### src/rtl/psum_ofifo_pkg.sv
// Shared definitions for the psum output FIFO.
//  - Default geometry: PSUM_BW bits per psum, COL lanes, OFIFO_DEPTH entries per lane.
//  - lane_flags_t: per-lane status that the top level reduces into row-wide flags.
//  - ptr_bits(): pointer width for a lane of a given depth. It is one bit wider than
//    the address so that full and empty can be told apart.
package psum_ofifo_pkg;

    localparam int PSUM_BW     = 16;
    localparam int COL         = 8;
    localparam int OFIFO_DEPTH = 8;

    typedef struct packed {
        logic full;
        logic empty;
    } lane_flags_t;

    function automatic int ptr_bits(input int depth);
        return $clog2(depth) + 1;
    endfunction

endpackage

### src/rtl/psum_ofifo_if.sv
// Psum bus between the MAC array bottom row, the output FIFO and the readout stage.
//  in      : packed psum row, lane i = in[psum_bw*(i+1)-1 : psum_bw*i]
//  wr      : per-lane write strobe (array valid bits)
//  rd      : pop one aligned row
//  out     : head word of every lane, same packing as in
//  o_valid : every lane non-empty
//  o_ready : no lane full
//  o_full  : at least one lane full
//  o_ovf   : sticky overflow
// master drives in/wr/rd (producer and consumer side); slave is the FIFO.
interface psum_ofifo_if
    import psum_ofifo_pkg::*;
#(
    parameter int col     = COL,
    parameter int psum_bw = PSUM_BW
);

    logic [psum_bw*col-1:0] in;
    logic [col-1:0]         wr;
    logic                   rd;
    logic [psum_bw*col-1:0] out;
    logic                   o_valid;
    logic                   o_ready;
    logic                   o_full;
    logic                   o_ovf;

    modport master (
        output in, wr, rd,
        input  out, o_valid, o_ready, o_full, o_ovf
    );

    modport slave (
        input  in, wr, rd,
        output out, o_valid, o_ready, o_full, o_ovf
    );

endinterface

### src/rtl/psum_ofifo_fifo_lane.sv
// One lane of the psum output FIFO: a first-word-fall-through ring buffer.
// Ports:
//  clk, reset : rising-edge clock, asynchronous active-low reset (clears pointers)
//  wr, in     : write strobe and data word
//  rd         : pop request, already gated by the row-wide valid at the top level
//  out        : head entry, combinational from storage and read pointer
//  full/empty : pointer-derived status
module psum_ofifo_fifo_lane
    import psum_ofifo_pkg::*;
#(
    parameter int bw    = PSUM_BW,
    parameter int depth = OFIFO_DEPTH
) (
    input  logic          clk,
    input  logic          reset,
    input  logic          wr,
    input  logic          rd,
    input  logic [bw-1:0] in,
    output logic [bw-1:0] out,
    output logic          full,
    output logic          empty
);

    localparam int pw = ptr_bits(depth);
    localparam int aw = pw - 1;
    localparam logic [pw-1:0] ptr_one = {{aw{1'b0}}, 1'b1};

    logic [bw-1:0] mem_r [depth];
    logic [pw-1:0] wptr_r;
    logic [pw-1:0] rptr_r;
    logic          full_s;
    logic          empty_s;
    logic          wr_en_s;
    logic          rd_en_s;

    // Status decode and write/read enables.
    always_comb begin
        full_s  = (wptr_r[aw] != rptr_r[aw]) && (wptr_r[aw-1:0] == rptr_r[aw-1:0]);
        empty_s = (wptr_r == rptr_r);
        rd_en_s = rd && !empty_s;
        // A pop in the same cycle frees the slot, so a full lane still accepts the write.
        wr_en_s = wr && (!full_s || rd_en_s);
    end

    // Storage array; contents are don't-care after reset, so it carries no reset.
    always_ff @(posedge clk) begin
        if (wr_en_s) begin
            mem_r[wptr_r[aw-1:0]] <= in;
        end
    end

    // Read/write pointers.
    always_ff @(posedge clk or negedge reset) begin
        if (!reset) begin
            wptr_r <= '0;
            rptr_r <= '0;
        end else begin
            if (wr_en_s) begin
                wptr_r <= wptr_r + ptr_one;
            end
            if (rd_en_s) begin
                rptr_r <= rptr_r + ptr_one;
            end
        end
    end

    // Head word and flags out of the lane.
    always_comb begin
        out   = mem_r[rptr_r[aw-1:0]];
        full  = full_s;
        empty = empty_s;
    end

endmodule

### src/rtl/psum_ofifo.sv
// Psum output FIFO downstream of the MAC row array.
// Each column has its own lane because columns finish at staggered cycles. A row is
// presented to the readout stage only when every lane holds data, and a pop moves
// all lanes together so they stay row-aligned.
// Ports:
//  clk   : rising-edge clock
//  reset : asynchronous active-low reset; discards all buffered data
//  bus   : psum_ofifo_if slave (in/wr/rd in; out/o_valid/o_ready/o_full/o_ovf out)
module psum_ofifo
    import psum_ofifo_pkg::*;
#(
    parameter int col     = COL,
    parameter int psum_bw = PSUM_BW,
    parameter int depth   = OFIFO_DEPTH
) (
    input  logic        clk,
    input  logic        reset,
    psum_ofifo_if.slave bus
);

    lane_flags_t [col-1:0]  flags_s;
    logic [psum_bw*col-1:0] head_s;
    logic                   valid_s;
    logic                   any_full_s;
    logic                   lane_rd_s;
    logic                   ovf_hit_s;
    logic                   ovf_r;

    for (genvar i = 0; i < col; i++) begin : g_lane
        psum_ofifo_fifo_lane #(
            .bw    (psum_bw),
            .depth (depth)
        ) u_lane (
            .clk   (clk),
            .reset (reset),
            .wr    (bus.wr[i]),
            .rd    (lane_rd_s),
            .in    (bus.in[psum_bw*i +: psum_bw]),
            .out   (head_s[psum_bw*i +: psum_bw]),
            .full  (flags_s[i].full),
            .empty (flags_s[i].empty)
        );
    end

    // Row-wide flag reduction, pop gating and overflow detection.
    always_comb begin
        valid_s    = 1'b1;
        any_full_s = 1'b0;
        for (int i = 0; i < col; i++) begin
            valid_s    = valid_s & ~flags_s[i].empty;
            any_full_s = any_full_s | flags_s[i].full;
        end
        // A pop without a complete row is ignored, which keeps lanes aligned.
        lane_rd_s = bus.rd & valid_s;
        ovf_hit_s = 1'b0;
        for (int i = 0; i < col; i++) begin
            ovf_hit_s = ovf_hit_s | (bus.wr[i] & flags_s[i].full & ~lane_rd_s);
        end
    end

    // Sticky overflow flag, cleared only by reset.
    always_ff @(posedge clk or negedge reset) begin
        if (!reset) begin
            ovf_r <= 1'b0;
        end else begin
            ovf_r <= ovf_r | ovf_hit_s;
        end
    end

    // Output drive; out is masked to zero until a complete row is present.
    always_comb begin
        if (valid_s) begin
            bus.out = head_s;
        end else begin
            bus.out = '0;
        end
        bus.o_valid = valid_s;
        bus.o_full  = any_full_s;
        bus.o_ready = ~any_full_s;
        bus.o_ovf   = ovf_r;
    end

endmodule

### src/flat_wrapper.sv
// flat-port wrapper written by rule: the top's interface ports become plain ports
module psum_ofifo_flat import psum_ofifo_pkg::*;
#(
    parameter int col     = COL,
    parameter int psum_bw = PSUM_BW,
    parameter int depth   = OFIFO_DEPTH
)
  (clk, reset, bus_in, bus_wr, bus_rd, bus_out, bus_o_valid, bus_o_ready, bus_o_full, bus_o_ovf);
  psum_ofifo_if #(.col(col), .psum_bw(psum_bw)) bus_i ();
  input  logic clk;
  input  logic reset;
  input wire logic [$bits(bus_i.in)-1:0] bus_in;
  input wire logic [$bits(bus_i.wr)-1:0] bus_wr;
  input wire logic [$bits(bus_i.rd)-1:0] bus_rd;
  output wire logic [$bits(bus_i.out)-1:0] bus_out;
  output wire logic [$bits(bus_i.o_valid)-1:0] bus_o_valid;
  output wire logic [$bits(bus_i.o_ready)-1:0] bus_o_ready;
  output wire logic [$bits(bus_i.o_full)-1:0] bus_o_full;
  output wire logic [$bits(bus_i.o_ovf)-1:0] bus_o_ovf;
  assign bus_i.in = bus_in;
  assign bus_i.wr = bus_wr;
  assign bus_i.rd = bus_rd;
  assign bus_out = bus_i.out;
  assign bus_o_valid = bus_i.o_valid;
  assign bus_o_ready = bus_i.o_ready;
  assign bus_o_full = bus_i.o_full;
  assign bus_o_ovf = bus_i.o_ovf;
  psum_ofifo #(.col(col), .psum_bw(psum_bw), .depth(depth)) u_core (.clk(clk), .reset(reset), .bus(bus_i));
endmodule
### config.mk
export PLATFORM = sky130hd
export DESIGN_NAME = psum_ofifo_flat
export DESIGN_NICKNAME = d
export VERILOG_FILES = /design/src/rtl/psum_ofifo_pkg.sv /design/src/rtl/psum_ofifo_if.sv /design/src/rtl/psum_ofifo_fifo_lane.sv /design/src/rtl/psum_ofifo.sv /design/src/flat_wrapper.sv
export SDC_FILE = /design/constraint.sdc
export NUM_CORES = 1
export LEC_CHECK = 0
export BUFFER_PORTS_ARGS = -buffer_cell sky130_fd_sc_hd__buf_2
export CORE_AREA = 2 2 331 301
export CTS_BUF_LIST = sky130_fd_sc_hd__clkbuf_4 sky130_fd_sc_hd__clkbuf_8 sky130_fd_sc_hd__clkbuf_16
export DETAILED_ROUTE_END_ITERATION = 10
export DIE_AREA = 0 0 333 303
export GPL_ROUTABILITY_DRIVEN = 0
export HOLD_SLACK_MARGIN = 0.1
export REMOVE_ABC_BUFFERS = 1
export SKIP_LAST_GASP = 1
export SYNTH_ARGS = -nofsm -noshare
export SYNTH_HDL_FRONTEND = slang
export SYNTH_SLANG_ARGS = --single-unit
### constraint.sdc
create_clock -name clk -period 4.81 [get_ports clk]
set_input_delay 0.962 -clock clk [delete_from_list [all_inputs] [get_ports clk]]
set_output_delay 0.962 -clock clk [all_outputs]
set_load 0.02 [all_outputs]
# Yosys cells after proc, flatten, opt, wreduce, memory -nomap -nowiden
# Memories as Yosys holds them, arrays and structs flattened.
# Cells that the tools add are included.
op_classes:
  add_sub_neg: 16
  n_eq_ne: 24
  n_mux: 17
  n_bitwise: 49
  reduce_logical: 48
ops:
  columns: ["cell", "count"]
  rows:
  - ["128-bit two-way mux", 1]
  - ["4-bit by 1-bit adder with 4-bit output, second input constant", 16]
  - ["4-bit equality test", 8]
  - ["1-bit bitwise AND", 24]
  - ["3-bit equality test", 8]
  - ["1-bit logical AND", 24]
  - ["1-bit zero test", 16]
  - ["1-bit two-way mux", 16]
  - ["1-bit bitwise OR", 15]
  - ["1-bit NOT", 10]
  - ["1-bit logical OR", 8]
  - ["1-bit != test", 8]
totals:
  ff_bits: 65
  ram_bits: 1024
  in_bits: 139
  output_inout_bits: 132
  n_memories: 8
mem_list:
  columns: ["memory", "words", "word_bits", "rd", "rd_clocked_by_memory_dff", "wr", "line", "text"]
  rows:
  - ["u_core.g_lane[0].u_lane.mem_r", 8, 16, 1, 0, 1, "psum_ofifo_fifo_lane.sv:28", "logic [bw-1:0] mem_r [depth];"]
  - ["u_core.g_lane[1].u_lane.mem_r", 8, 16, 1, 0, 1, "psum_ofifo_fifo_lane.sv:28", null]
  - ["u_core.g_lane[2].u_lane.mem_r", 8, 16, 1, 0, 1, "psum_ofifo_fifo_lane.sv:28", null]
  - ["u_core.g_lane[3].u_lane.mem_r", 8, 16, 1, 0, 1, "psum_ofifo_fifo_lane.sv:28", null]
  - ["u_core.g_lane[4].u_lane.mem_r", 8, 16, 1, 0, 1, "psum_ofifo_fifo_lane.sv:28", null]
  - ["u_core.g_lane[5].u_lane.mem_r", 8, 16, 1, 0, 1, "psum_ofifo_fifo_lane.sv:28", null]
  - ["+2 memories", null, null, null, null, null, null, null]

# Logic depth before layout (Yosys ltp)
logic_depth:
  ltp_word: 20
  mapped_depth: 10
  mapped_depth_nobuf: 7

# Hierarchy
# Synthesis repeated with hierarchy kept, for this count alone.
unflattened:
  cells_unflattened: 2121
  area_unflattened_um2: 44846.8
modules_own_cells:
  columns: ["module", "n_inst", "cells_each", "area_each_um2"]
  rows:
  - ["psum_ofifo_fifo_lane (u_core.g_lane[0].u_lane ...)", 7, 243, 5471.5]
  - ["psum_ofifo_fifo_lane (u_core.g_lane[7].u_lane)", 1, 249, 5390.2]
  - ["psum_ofifo", 1, 171, 1156.1]

# Worst setup path after synthesis
# Ideal clock, no wire load.
synth_path:
  kind: "reg2reg"
  from: "reg u_core.g_lane[0].u_lane.rptr_r[0]"
  to: "mem u_core.g_lane[7].u_lane.mem_r[4][0] (netlist name), enable pin"
  setup_time_ps: 430
  arrival_ps: 3393
  required_time_ps: 4380
  setup_slack_ps: 987
  path_stages_with_launch: 10
  path_cell_list: "dfrtp_1 -> buf_4 -> xor2_1 -> or4_1 -> o31ai_1 -> or4_4 -> inv_2 -> buf_8 -> a21oi_4 -> nor4_1"
synth_via:
  elab_chain_cells: 15
synth_lines:
  columns: ["item", "line", "text"]
  rows:
  - ["from (decl)", "psum_ofifo_fifo_lane.sv:30", "logic [pw-1:0] rptr_r;"]
  - ["from (signal assigned)", "psum_ofifo_fifo_lane.sv:62", "rptr_r <= rptr_r + ptr_one;"]
  - ["4-bit equality test", "psum_ofifo_fifo_lane.sv:39", "empty_s = (wptr_r == rptr_r);"]
  - ["1-bit NOT", "psum_ofifo.sv:50", "valid_s = valid_s & ~flags_s[i].empty;"]
  - ["1-bit bitwise AND (7 in series)", "psum_ofifo.sv:50", null]
  - ["1-bit bitwise AND", "psum_ofifo.sv:54", "lane_rd_s = bus.rd & valid_s;"]
  - ["1-bit logical AND", "psum_ofifo_fifo_lane.sv:40", "rd_en_s = rd && !empty_s;"]
  - ["1-bit logical OR", "psum_ofifo_fifo_lane.sv:42", "wr_en_s = wr && (!full_s || rd_en_s);"]
  - ["1-bit logical AND", "psum_ofifo_fifo_lane.sv:42", null]
  - ["1-bit two-way mux", "psum_ofifo_fifo_lane.sv:47", "if (wr_en_s) begin"]
  - ["1-bit two-way mux (implied by the code)", "psum_ofifo_fifo_lane.sv:48", "mem_r[wptr_r[aw-1:0]] <= in;"]
  - ["to (decl)", "psum_ofifo_fifo_lane.sv:28", null]
# No other way between the ends.

# Worst setup path in the final report
layout_path:
  from: "reg u_core.g_lane[7].u_lane.wptr_r[0]"
  to: "out bus_out[43]"
layout_via:
  elab_chain_cells: 4
layout_lines:
  columns: ["item", "line", "text"]
  rows:
  - ["from (decl)", "psum_ofifo_fifo_lane.sv:29", "logic [pw-1:0] wptr_r;"]
  - ["from (signal assigned)", "psum_ofifo_fifo_lane.sv:59", "wptr_r <= wptr_r + ptr_one;"]
  - ["4-bit equality test", "psum_ofifo_fifo_lane.sv:39", null]
  - ["1-bit NOT", "psum_ofifo.sv:50", null]
  - ["1-bit bitwise AND", "psum_ofifo.sv:50", null]
  - ["128-bit two-way mux", "psum_ofifo.sv:72", "if (valid_s) begin"]
  - ["to (decl)", "flat_wrapper.sv:15", "output wire logic [$bits(bus_i.out)-1:0] bus_out;"]
# No other way between the ends.

==> metrics.txt <==
crit-path max FO 48; total power 37.5 mW; Synth area leaders edfxtp_1 71%, mux4_2 13%, dfrtp_1 3.7%; Setup Viol. Count Final 0; RSZ-0062 raised after global routing no; min cycle time layout 4420 ps; I/O Buffers 270; die area just over 100000 um^2; vias in the first global route about 22000; Worst setup SP type flip-flop; DP Worst Slack 1000 ps; area added between synthesis and finish 16.1%; final hold vios 0; Critical Path AT 3450 ps; clk_lat worst skew around 670 ps; PwrDens 742 nW/um^2; routed len/inst 23.6 um; clock tree from TritonCTS done; pin count of the biggest net entering global routing 78; DP Area 46900 um^2; All-Layer GR Usage about 18%; library cells used by synthesis about 60; H-tree Lvls 3; grt ovf 0; postcts setup bufs 0; total CTS buffers about 110; CTS Sinks 1089; Ys Warns 0; worst hold margin ~440 ps; Die Y 303 um; Iteration-0 DRC Markers between 1500 and 2000; Synth Instances between 2000 and 2500; VDD IR max between 1 and 1.5 mV; Critical Path End Type output port; final WL 91600 um; Min-Delay Path Class in2async; mean area per synthesized cell 20.2 um^2; fin crit share 91.8%; Initial Util 44.7%; Slowest Stage Delay on Critical Path 700 ps; commonest non-fill, non-tap cell in the layout edfxtp_1; Synth Cell Area around 44000 um^2; Synth area leader edfxtp_1; Layout Skew 22.0 ps; Synth top area share 70.6%; dominant synthesized flop cell edfxtp_1; fillers approximately 7800; Fmax 226 MHz; final core utilization 51.9%; DP HPWL 53000 um; Max Cap Viol 0; initial antenna violation count 19; Post-DRT Antenna Nets 0; most frequent cells in the layout 1024 x edfxtp_1, 269 x buf_2, 256 x mux4_2, 138 x nor2_1, 128 x mux2i_1; Slew HR a little over a third; fin. max-slew vios 0; vias after detailed routing 21300; io pins 271; P_leak 17.2 nW; post-synthesis register bit count 1089; critical path class reg2out; design area ~50000 um^2; row count 109; global-route wire length before repair 139000 um; DR vias/cell about 5.5; Layout Nets between 2000 and 3000; slowest cell on the critical path dfrtp_1; number of synthesized flops with an enable pin 1024; register area share after synthesis 74.3%; Post-synth ARST share 5.97%; Post-CTS Hold Fix Bufs 0; Floorplan Core Area 97400 um^2; clock-pin slew on the worst setup and hold paths ~60 ps; DR pass1 iterations 9; Slew @ Worst Pin about 970 ps; Post-CTS Resized 0; Clock Path Buffers 3; final setup margin 393 ps; run status finished clean; critical path required time 3850 ps; share of layout cells above drive strength 1 34.8%; CTS root buf clkbuf_16; critical path, cell by cell xor2_1 -> or4_1 -> o31ai_1 -> or4_4 -> buf_4 -> nor2_1 -> buf_2; Die X-Extent 333 um; DRC Markers 0
==> sequential cells by signal (all words and copies together), names as in the netlist <==
signal,cells
u_core.g_lane.u_lane.wptr_r,32
u_core.g_lane.u_lane.rptr_r,32
u_core.bus.o_ovf,1
u_core.g_lane.u_lane.mem_r,1024
==> layer usage <==
| metal | wire, um | track usage, % | share of wire [%] | vias to the layer above |
|---|---|---|---|---|
| met1 | 39900 | 24.9 | 44 | 11200 |
| met5 | 128 | 0 | 0.14 | - |
| met4 | 2090 | 5.29 | 2.3 | 22 |
| met2 | 45000 | 30.1 | 49 | 507 |
| met3 | 4530 | 3.41 | 4.9 | 159 |
| li1 | - | - | - | 9485 |
==> power breakdown <==
part | leakage (nW) | total (mW) | switching, mW | internal, mW
logic | 5.31 | 16.3 | 10.4 | 5.89
clock network | 1.81 | 8.42 | 3.45 | 4.97
registers | 10.0 | 12.8 | 0.690 | 12.1
total | 17.2 | 37.5 | 14.5 | 23.0
==> final timing paths <==
kind / startpoint / endpoint / slack, ps / cells past startpoint
worst max-delay path: u_core.g_lane[7].u_lane.wptr_r[0] / bus_out[43] / 390 / 7
worst min-delay path: reset / u_core.g_lane[4].u_lane.rptr_r[1] / 440 / 1
worst max register to register: u_core.g_lane[7].u_lane.wptr_r[0] / u_core.g_lane[6].u_lane.mem_r[1][6] / 980 / 9
worst min register to register: u_core.bus.o_ovf / u_core.bus.o_ovf / 460 / 1
max in group asynchronous: reset / u_core.g_lane[6].u_lane.rptr_r[0] / 3650 / 1
min in group clk: u_core.bus.o_ovf / u_core.bus.o_ovf / 460 / 1
==> per-stage QoR <==
stage / TNS [ps] / instances
after detailed placement: 0 / 3670
after floorplan: -556460 / 2027
after CTS: 0 / 3870
final: 0 / 3879
after global routing: 0 / 3874
after global placement: 0 / 3670
==> cells by family after synthesis <==
| family | count (synthesis) | share of synthesized area [%] |
|---|---|---|
| XOR/XNOR | 58 | 1.18 |
| adder cells (fa/ha/maj) | 16 | 0.460 |
| AO/OA/AOI/OAI | 89 | 1.65 |
| multiplexers | 392 | 16.4 |
| buffers and inverters | 144 | 1.62 |
| AND/OR/NAND/NOR | 372 | 4.36 |
| flip-flops | 1089 | 74.3 |
==> synthesized netlist by cell type, drive strengths merged, types with 23 or more instances <==
master,count
edfxtp,1024
clkbuf,56
nand2,47
o211ai,23
xnor2,25
dfrtp,65
nor2,139
nor3,65
buf,77
mux2i,128
nand3,31
mux4,256
nand2b,24
xor2,33
==> layout make-up <==
| cell class | instances | area [um^2] | share of cell area, % |
|---|---|---|---|
| clock buffer | 142 | 3040 | 6.00 |
| timing repair buffer | 367 | 2090 | 4.14 |
| clock inverter | 58 | 562 | 1.11 |
| multi-input combinational | 927 | 10800 | 21.4 |
| antenna | 9 | 22.5 | 0.0445 |
| tap | 1276 | 1600 | 3.16 |
| inverter | 11 | 41.3 | 0.0817 |
| sequential | 1089 | 32400 | 64.1 |
==> critical path: cells and delay by family (launching register included) <==
family          cells  cell delay (ps)
compound gates      1              190
simple gates        3             1030
xor+xnor            1              180
buf+inv             2              650
flops               1              700
Note: power is estimated with default switching activity, not from simulation.
